`config.mk`:
```
export PLATFORM = sky130hd
export DESIGN_NAME = chip_drawer
export DESIGN_NICKNAME = d
export VERILOG_FILES = /design/src/rtl/game_pkg.sv /design/src/rtl/rect_scanner.sv /design/src/rtl/chip_drawer.sv
export SDC_FILE = /design/constraint.sdc
export NUM_CORES = 1
export LEC_CHECK = 0
export ABC_AREA = 1
export CAP_MARGIN = 10
export CORE_MARGIN = 1
export CORE_UTILIZATION = 53
export DETAILED_ROUTE_END_ITERATION = 7
export PLACE_DENSITY = 0.8
export RECOVER_POWER = 100
export SLEW_MARGIN = 20
export SYNTH_ARGS = -nofsm -noshare
export SYNTH_HDL_FRONTEND = slang
export SYNTH_HIERARCHICAL = 1
export SYNTH_SLANG_ARGS = --single-unit
```
`constraint.sdc`:
```
create_clock -name CLOCK_50 -period 5.05 [get_ports CLOCK_50]
set_input_delay 1.2625 -clock CLOCK_50 [delete_from_list [all_inputs] [get_ports CLOCK_50]]
set_output_delay 1.2625 -clock CLOCK_50 [all_outputs]
set_load 0.02 [all_outputs]
```
`src/rtl/game_pkg.sv`:
```
// Shared game constants: colours, screen bounds and the chip drawer state encoding.
package game_pkg;

  localparam int unsigned COL_W   = 3;
  localparam int unsigned COORD_W = 8;
  localparam int unsigned CNT_W   = 4;

  localparam logic [2:0] COL_BLACK   = 3'b000;
  localparam logic [2:0] COL_BLUE    = 3'b001;
  localparam logic [2:0] COL_GREEN   = 3'b010;
  localparam logic [2:0] COL_CYAN    = 3'b011;
  localparam logic [2:0] COL_RED     = 3'b100;
  localparam logic [2:0] COL_MAGENTA = 3'b101;
  localparam logic [2:0] COL_YELLOW  = 3'b110;
  localparam logic [2:0] COL_WHITE   = 3'b111;

  localparam logic [2:0] BG_COLOUR = COL_BLACK;

  localparam int unsigned X_MAX = 159;
  localparam int unsigned Y_MAX = 119;

  typedef enum logic [1:0] {
    IDLE  = 2'd0,
    ERASE = 2'd1,
    DRAW  = 2'd2,
    DONE  = 2'd3
  } draw_state_t;

endpackage

```
`src/rtl/rect_scanner.sv`:
```
// Row-major SIZE x SIZE scan counter; cx is the inner loop, cy the outer loop.
module rect_scanner #(
  parameter int unsigned SIZE = 4
) (
  input  logic       clk,
  input  logic       rst_n,
  input  logic       start,
  input  logic       en,
  output logic [3:0] cx,
  output logic [3:0] cy,
  output logic       last_c
);
  import game_pkg::*;

  localparam logic [CNT_W-1:0] LAST_IDX = CNT_W'(SIZE - 1);

  assign last_c = (cx == LAST_IDX) && (cy == LAST_IDX);

  // Advance one pixel per enabled cycle and wrap to 0,0 after the last one.
  always_ff @(posedge clk or negedge rst_n) begin
    if (!rst_n) begin
      cx <= '0;
      cy <= '0;
    end else if (start) begin
      cx <= '0;
      cy <= '0;
    end else if (en) begin
      if (cx == LAST_IDX) begin
        cx <= '0;
        cy <= (cy == LAST_IDX) ? '0 : cy + 4'd1;
      end else begin
        cx <= cx + 4'd1;
      end
    end
  end

endmodule

```
`src/rtl/chip_drawer.sv`:
```
// Erases the previous chip square with the background colour, then draws the
// new one, emitting one clipped pixel per clock to the VGA print stage.
module chip_drawer #(
  parameter int unsigned SIZE      = 4,
  parameter logic [2:0]  BG_COLOUR = game_pkg::BG_COLOUR,
  parameter int unsigned X_MAX     = game_pkg::X_MAX,
  parameter int unsigned Y_MAX     = game_pkg::Y_MAX
) (
  input  logic       CLOCK_50,
  input  logic       resetn,
  input  logic       go,
  input  logic [7:0] x_in,
  input  logic [7:0] y_in,
  input  logic [2:0] colour_in,
  output logic       busy,
  output logic       done,
  output logic [7:0] x,
  output logic [7:0] y,
  output logic [2:0] colour,
  output logic       plot
);
  import game_pkg::*;

  localparam int unsigned SUM_W = COORD_W + 1;

  draw_state_t state, state_nxt;

  logic [COORD_W-1:0] new_x, new_y, prev_x, prev_y;
  logic [COL_W-1:0]   new_col;
  logic               has_prev;

  logic [CNT_W-1:0]   cx, cy;
  logic               scan_start, scan_en, scan_last_c;

  logic               go_accept;
  logic               pix_active;
  logic [COORD_W-1:0] base_x, base_y;
  logic [COL_W-1:0]   pix_col;
  logic [SUM_W-1:0]   sum_x, sum_y;
  logic               in_bounds;

  rect_scanner #(
    .SIZE (SIZE)
  ) u_scan (
    .clk    (CLOCK_50),
    .rst_n  (resetn),
    .start  (scan_start),
    .en     (scan_en),
    .cx     (cx),
    .cy     (cy),
    .last_c (scan_last_c)
  );

  // Pixel address is computed one bit wider so off-screen pixels clip instead of wrapping.
  assign sum_x     = SUM_W'(base_x) + SUM_W'(cx);
  assign sum_y     = SUM_W'(base_y) + SUM_W'(cy);
  assign in_bounds = (sum_x <= SUM_W'(X_MAX)) && (sum_y <= SUM_W'(Y_MAX));

  // State register.
  always_ff @(posedge CLOCK_50 or negedge resetn) begin
    if (!resetn) state <= IDLE;
    else         state <= state_nxt;
  end

  // Next-state logic and per-state pixel source selection.
  always_comb begin
    state_nxt  = state;
    go_accept  = 1'b0;
    scan_start = 1'b0;
    scan_en    = 1'b0;
    pix_active = 1'b0;
    base_x     = new_x;
    base_y     = new_y;
    pix_col    = new_col;
    case (state)
      IDLE: begin
        if (go) begin
          go_accept  = 1'b1;
          scan_start = 1'b1;
          state_nxt  = has_prev ? ERASE : DRAW;
        end
      end
      ERASE: begin
        scan_en    = 1'b1;
        pix_active = 1'b1;
        base_x     = prev_x;
        base_y     = prev_y;
        pix_col    = BG_COLOUR;
        if (scan_last_c) state_nxt = DRAW;
      end
      DRAW: begin
        scan_en    = 1'b1;
        pix_active = 1'b1;
        if (scan_last_c) state_nxt = DONE;
      end
      DONE: begin
        state_nxt = IDLE;
      end
      default: begin
        state_nxt = IDLE;
      end
    endcase
  end

  // Registered outputs, request latches and the remembered chip position.
  always_ff @(posedge CLOCK_50 or negedge resetn) begin
    if (!resetn) begin
      busy     <= 1'b0;
      done     <= 1'b0;
      plot     <= 1'b0;
      x        <= '0;
      y        <= '0;
      colour   <= '0;
      new_x    <= '0;
      new_y    <= '0;
      new_col  <= '0;
      prev_x   <= '0;
      prev_y   <= '0;
      has_prev <= 1'b0;
    end else begin
      busy <= (state_nxt != IDLE);
      done <= (state == DONE);
      plot <= pix_active && in_bounds;
      if (pix_active) begin
        x      <= sum_x[COORD_W-1:0];
        y      <= sum_y[COORD_W-1:0];
        colour <= pix_col;
      end
      if (go_accept) begin
        new_x   <= x_in;
        new_y   <= y_in;
        new_col <= colour_in;
      end
      if ((state == DRAW) && scan_last_c) begin
        prev_x   <= new_x;
        prev_y   <= new_y;
        has_prev <= 1'b1;
      end
    end
  end

endmodule
```
* Word-level counts from Yosys, hierarchy flattened
Cells that the tools add are included.
** Cells by class
- Add/sub/neg operators :: 4
- $lt $le $gt $ge :: 2
- Eq/ne operators :: 5
- Mux-type cells :: 18
- Reductions and logical operators :: 10
** Operators with widths (number)
- 2-to-1 mux 4 bit :: 7
- adder 8 x 4 -> 9 bit :: 2
- 2-to-1 mux 8 bit :: 2
- less-or-equal comparator 9 x 7 -> 1 bit, second input constant :: 1
- less-or-equal comparator 9 x 8 -> 1 bit, second input constant :: 1
- adder 4 x 1 -> 4 bit, second input constant :: 2
- == test 4 x 2 -> 1 bit, second input constant :: 2
- 2-to-1 mux 2 bit :: 4
- one-hot mux 2 bit (4 select lines) :: 1
- nonzero test 2 bit :: 3
- == test 2 bit, second input constant :: 2
- logical AND 1 bit :: 4
- 2-to-1 mux 1 bit :: 3
- 2-to-1 mux 3 bit :: 1
- == test 2 x 1 -> 1 bit, second input constant :: 1
- zero test 2 bit :: 1
- AND reduction 2 bit :: 1
- OR reduction 2 bit :: 1
** Word-level totals
- Flip-flop bits (word level) :: 68
- Bits of input ports :: 22
- Output and inout port bits :: 22
- Logic and storage cells :: 54

* Logic depth before layout (Yosys ltp)
- Word-level depth :: 6
- Depth in mapped cells :: 20

* By module
The synthesis kept the hierarchy.
** Modules (own cells, without submodules)
- chip_drawer :: instances 1, cells each 372, area an instance 3040.4 µm², seq. area each 1501.4 µm²
- rect_scanner :: instances 1, cells each 62, area an instance 465.4 µm², seq. area each 200.2 µm²

* Worst setup path before layout
OpenSTA, ideal clock, no wires.
- Kind :: reg-to-reg
- Start :: register state[1]
- End :: register plot
- Data arrival time :: 2.475 ns
- Required time :: 4.936 ns
- Slack :: 2.460 ns
- Cell stages (with the launch flop) :: 21
- Path buffers :: 3
- Cell sequence :: dfrtp_1 inv_1 ha_1 buf_6 buf_2 clkbuf_1 nand2_1 o21ai_0 ha_1 inv_1 fa_1 inv_1 nand3_1 nand2_1 nand3_1 nand2_1 nand2_1 nand2_1 nand2_1 nand2_1 nor2_2
** Between the ends
- Longest elaborated chain between the ends :: 6
** RTL lines
- start: declaration :: RTL line chip_drawer.sv:26 : draw_state_t state, state_nxt;
- start signal: assignment :: RTL line chip_drawer.sv:62 : else state <= state_nxt;
- == test 2 x 1 -> 1 bit :: RTL line chip_drawer.sv:75 : case (state)
- 2-to-1 mux 8 bit :: RTL line chip_drawer.sv:75
- adder 8 x 4 -> 9 bit, on equally long branches :: RTL line chip_drawer.sv:55, chip_drawer.sv:56
- less-or-equal comparator 9 x 8 -> 1 bit or less-or-equal comparator 9 x 7 -> 1 bit (tied branches) :: RTL line chip_drawer.sv:57 : assign in_bounds = (sum_x <= SUM_W'(X_MAX)) && (sum_y <= SUM_W'(Y_MAX));
- logical AND 1 bit :: RTL line chip_drawer.sv:57
- logical AND 1 bit * :: RTL line chip_drawer.sv:123 : plot <= pix_active && in_bounds;
- end signal: assignment :: RTL line chip_drawer.sv:123
- end: declaration :: RTL line chip_drawer.sv:20 : output logic plot
Mark *: on every way between the ends. The rest lies on a longest branch, timed or not.
A chain may end at the register's enable or synchronous reset.

* Final worst setup path
- Start :: input port go
- End :: register u_scan.cy[0]
** Between the ends
- Longest elaborated chain between the ends :: 4
** RTL lines
- start: declaration :: RTL line chip_drawer.sv:11 : input logic go,
- 2-to-1 mux 1 bit * :: RTL line chip_drawer.sv:77 : if (go) begin
- 2-to-1 mux 1 bit * :: RTL line chip_drawer.sv:75
- nonzero test 2 bit (no source line)
- AND reduction 2 bit (no source line)
- end signal: assignment :: RTL line rect_scanner.sv:30 : cy <= (cy == LAST_IDX) ? '0 : cy + 4'd1;
- end: declaration :: RTL line rect_scanner.sv:10 : output logic [3:0] cy,
Marked as above.

==> qor.yml <==
cts:
  cts_tree: "yes"
  cts-hold-fix-buffers: 0
  cts_max_level: 3
  cts_sinks: 68
  numCtsBuffers: 9
  postCtsSetupRepairBufs: 0
  cts_buffer_depth: 2
  clk_pin_slew_worst_paths_ns: 0.06
  cts_resized: 0
  clk_latency_ns: 0.35
  cts_root_buffer: "clkbuf_8"
finish:
  multi_input_area_mm2: 0.00154
  diodes: 0
  final_nets: 516
  drive_gt1_frac: 0.0771
  seqCellArea_mm2: 0.00170
  fillCellCount: 538
  syn2layout_area_growth_pct: 19.6
sta:
  hold_viol: 0
  worst_slew_pin_slew_ns: 1.55
  final-setup-viol-count: 0
  rsz0062_at_grt: "false"
  setup_ws_ns: 1.99
  max_slew_margin: -0.0325
  min_period_ns: 3.06
  skew_ns: 0.0101
  fin_setup_tns_ns: 0
  timing.fmax_mhz: 327
  period_share: 0.606
  drv_slew: 30
placement:
  dpl.hpwl_mm: 5.04
  dpl_worst_slack_ns: 1.83
  gp_congestion: 0.851
  io_buffers: 43
critical_path:
  critPathCaptureType: "flop"
  r2r-start: "state[1]$_DFF_PN0_"
  cp_slowest_cell: "inv_1"
  arrival_ns: 3.30
  crit_chain: "dlygate4sd3_1 > nand2_1 > inv_1 > inv_1 > nand2_1 > nand2_1 > nand2_1 > nand2_1"
  critPathKind: "in -> reg"
  regToRegEndpoint: "plot$_DFF_PN0_"
  worstPathRequired_ns: 5.29
  worst-path-max-fanout: 39
  cp_common_cell: "nand2_1"
  r2r_cells: 14
  cp-start-kind: "input pin"
  max_stage_delay_ns: 0.69
  ff2ff_setup_slack_ns: 2.00
yosys:
  postSynthCellCount: 434
  ys_seq_elements: 68
  syn_area_mm2: 0.00351
  ys_types: 31
  avgSynthCellArea_um2: 8.08
  ys_seq_area_frac: 0.485
  yosysWarnings: 6
  syn-num-nets: 475
global_route:
  antenna_found_initial: 0
  grt_start_max_net_pins: 41
  grt_pass1_vias: 2719
  grt_overflow: 0
  grt_pass1_wl_mm: 12.2
  track_usage: 0.223
die:
  initial_core_util: 0.552
  dieArea_mm2: 0.00694
  pin_count: 44
  fp.dieH_um: 83.3
  num_rows: 29
  die_w_um: 83.3
  core_mm2: 0.00635
pwr:
  power_per_cell_area_mw_per_mm2: 633
  p_total_uw: 2650
  ir_worst_vdd_mv: 0.336
  leakage_uw: 0.00216
route:
  wire_per_inst_um: 12.7
  vias: 2833
  drt_wl_total_mm: 7.08
  drc: 0
  via_per_inst: 5.09
  first_iter_violations: 177
  detail-route-antenna-nets: 0
  drtPass1Iterations: 6
job:
  max-cap-violations: 1
hold_path:
  hold_end: "y[1]$_DFFE_PN0P_"
  hp-start: "y[1]$_DFFE_PN0P_"
  hold_path.class: "reg -> reg"
  whs_path_depth: 2
status:
  outcome: "complete, but fails checks"
  violations: "capacitance limit, slew limit"
kinds of logic after synthesis:
family	Yosys count	synth area share
AND/OR/NAND/NOR	201	0.246
AO/OA/AOI/OAI	78	0.115
flip-flops	68	0.485
buffers and inverters	65	0.0746
adder cells (fa/ha/maj)	19	0.0721
XOR/XNOR	3	0.00750
worst max-delay path, delay by kind of cell:
family        cells  cell delay [ns]
simple gates      5             0.48
buf+inv           3             1.54
synthesized netlist by cell type:
cell      count  area (µm²)
a21oi_1       9        45.0
a21oi_2       1        8.76
a31oi_1       2        12.5
buf_1         1        3.75
buf_2         2        10.0
buf_6         2        22.5
clkbuf_1      9        33.8
clkinv_1      1        3.75
dfrtp_1      68        1700
fa_1          2        40.0
ha_1         17         213
inv_1        47         176
inv_2         3        11.3
nand2_1     143         537
nand2_2      10        62.6
nand2_4       1        11.3
nand3_1      22         110
nand3_2       1        10.0
nand4_1       1        6.26
nor2_1       13        48.8
nor2_2        5        31.3
nor2_4        2        22.5
nor3_1        1        5.00
nor3_2        1        10.0
o21a_1        1        7.51
o21ai_0      61         305
o21ai_1       3        15.0
o21ai_2       1        8.76
or2_2         1        6.26
xnor2_1       1        8.76
xor2_1        2        17.5
per-layer routing:
metal,up-vias,GRT usage,wire [µm]
met3,8,0.0417,329
li1,1451,-,-
met2,72,0.357,3400
met1,1302,0.301,3260
met4,0,0.0893,97
met5,-,0,0
placed cells by master, fill, tap and decap left out, drive strengths merged:
master,instances
a31oi,2
clkdlybuf4s50,19
nand2,154
nor3,2
o21ai,65
buf,1
clkbuf,14
nand3,23
fa,2
xnor2,1
ha,17
dfrtp,68
bufinv,2
clkinvlp,1
a21oi,10
dlygate4sd3,23
nor2,20
xor2,2
inv,50
or2,1
nand4,1
o21a,1
clkinv,1
layout make-up:
type                    instances  area share
multi-input cells             301       0.366
flip-flops and latches         68       0.406
clock buffers                  13      0.0403
repair buffers                 44       0.103
inverters                      51      0.0457
well taps                      77      0.0230
clock inverters                 3      0.0161
sequential cells by signal (all words and copies together), names as in the netlist:
register and cells:
busy 1, colour 3, done 1, has_prev 1, new_col 3, new_x 8
new_y 8, plot 1, prev_x 8, prev_y 8, state 2, u_scan/cx 4
u_scan/cy 4, x 8, y 8
where the power goes:
part           switching, µW  internal (µW)
clock network            201            319
logic                    850            453
registers               95.4            734
through the flow:
step / hold slack [ns] / utilization / cells / instance area (µm²)
3_3_place_gp: 0.455 / 0.624 / 541 / 3970
2_1_floorplan: 0.434 / - / 434 / 3510
3_5_place_dp: 0.459 / 0.624 / 541 / 3970
5_1_grt: 0.493 / 0.660 / 557 / 4190
4_1_cts: 0.477 / 0.662 / 557 / 4200
6_report: 0.464 / 0.660 / 557 / 4190
worst max path at each step:
stage	start	to	depth (start not counted)
finish	go	u_scan/cy[0]$_DFFE_PN0P_	8
global route	go	u_scan/cy[0]$_DFFE_PN0P_	8
CTS	state[1]$_DFF_PN0_	plot$_DFF_PN0_	14
detailed placement	go	u_scan/cx[3]$_DFFE_PN0P_	8
global placement	go	u_scan/cx[3]$_DFFE_PN0P_	8
floorplan	state[1]$_DFF_PN0_	plot$_DFF_PN0_	20
Power figures use the tool's default switching activity.
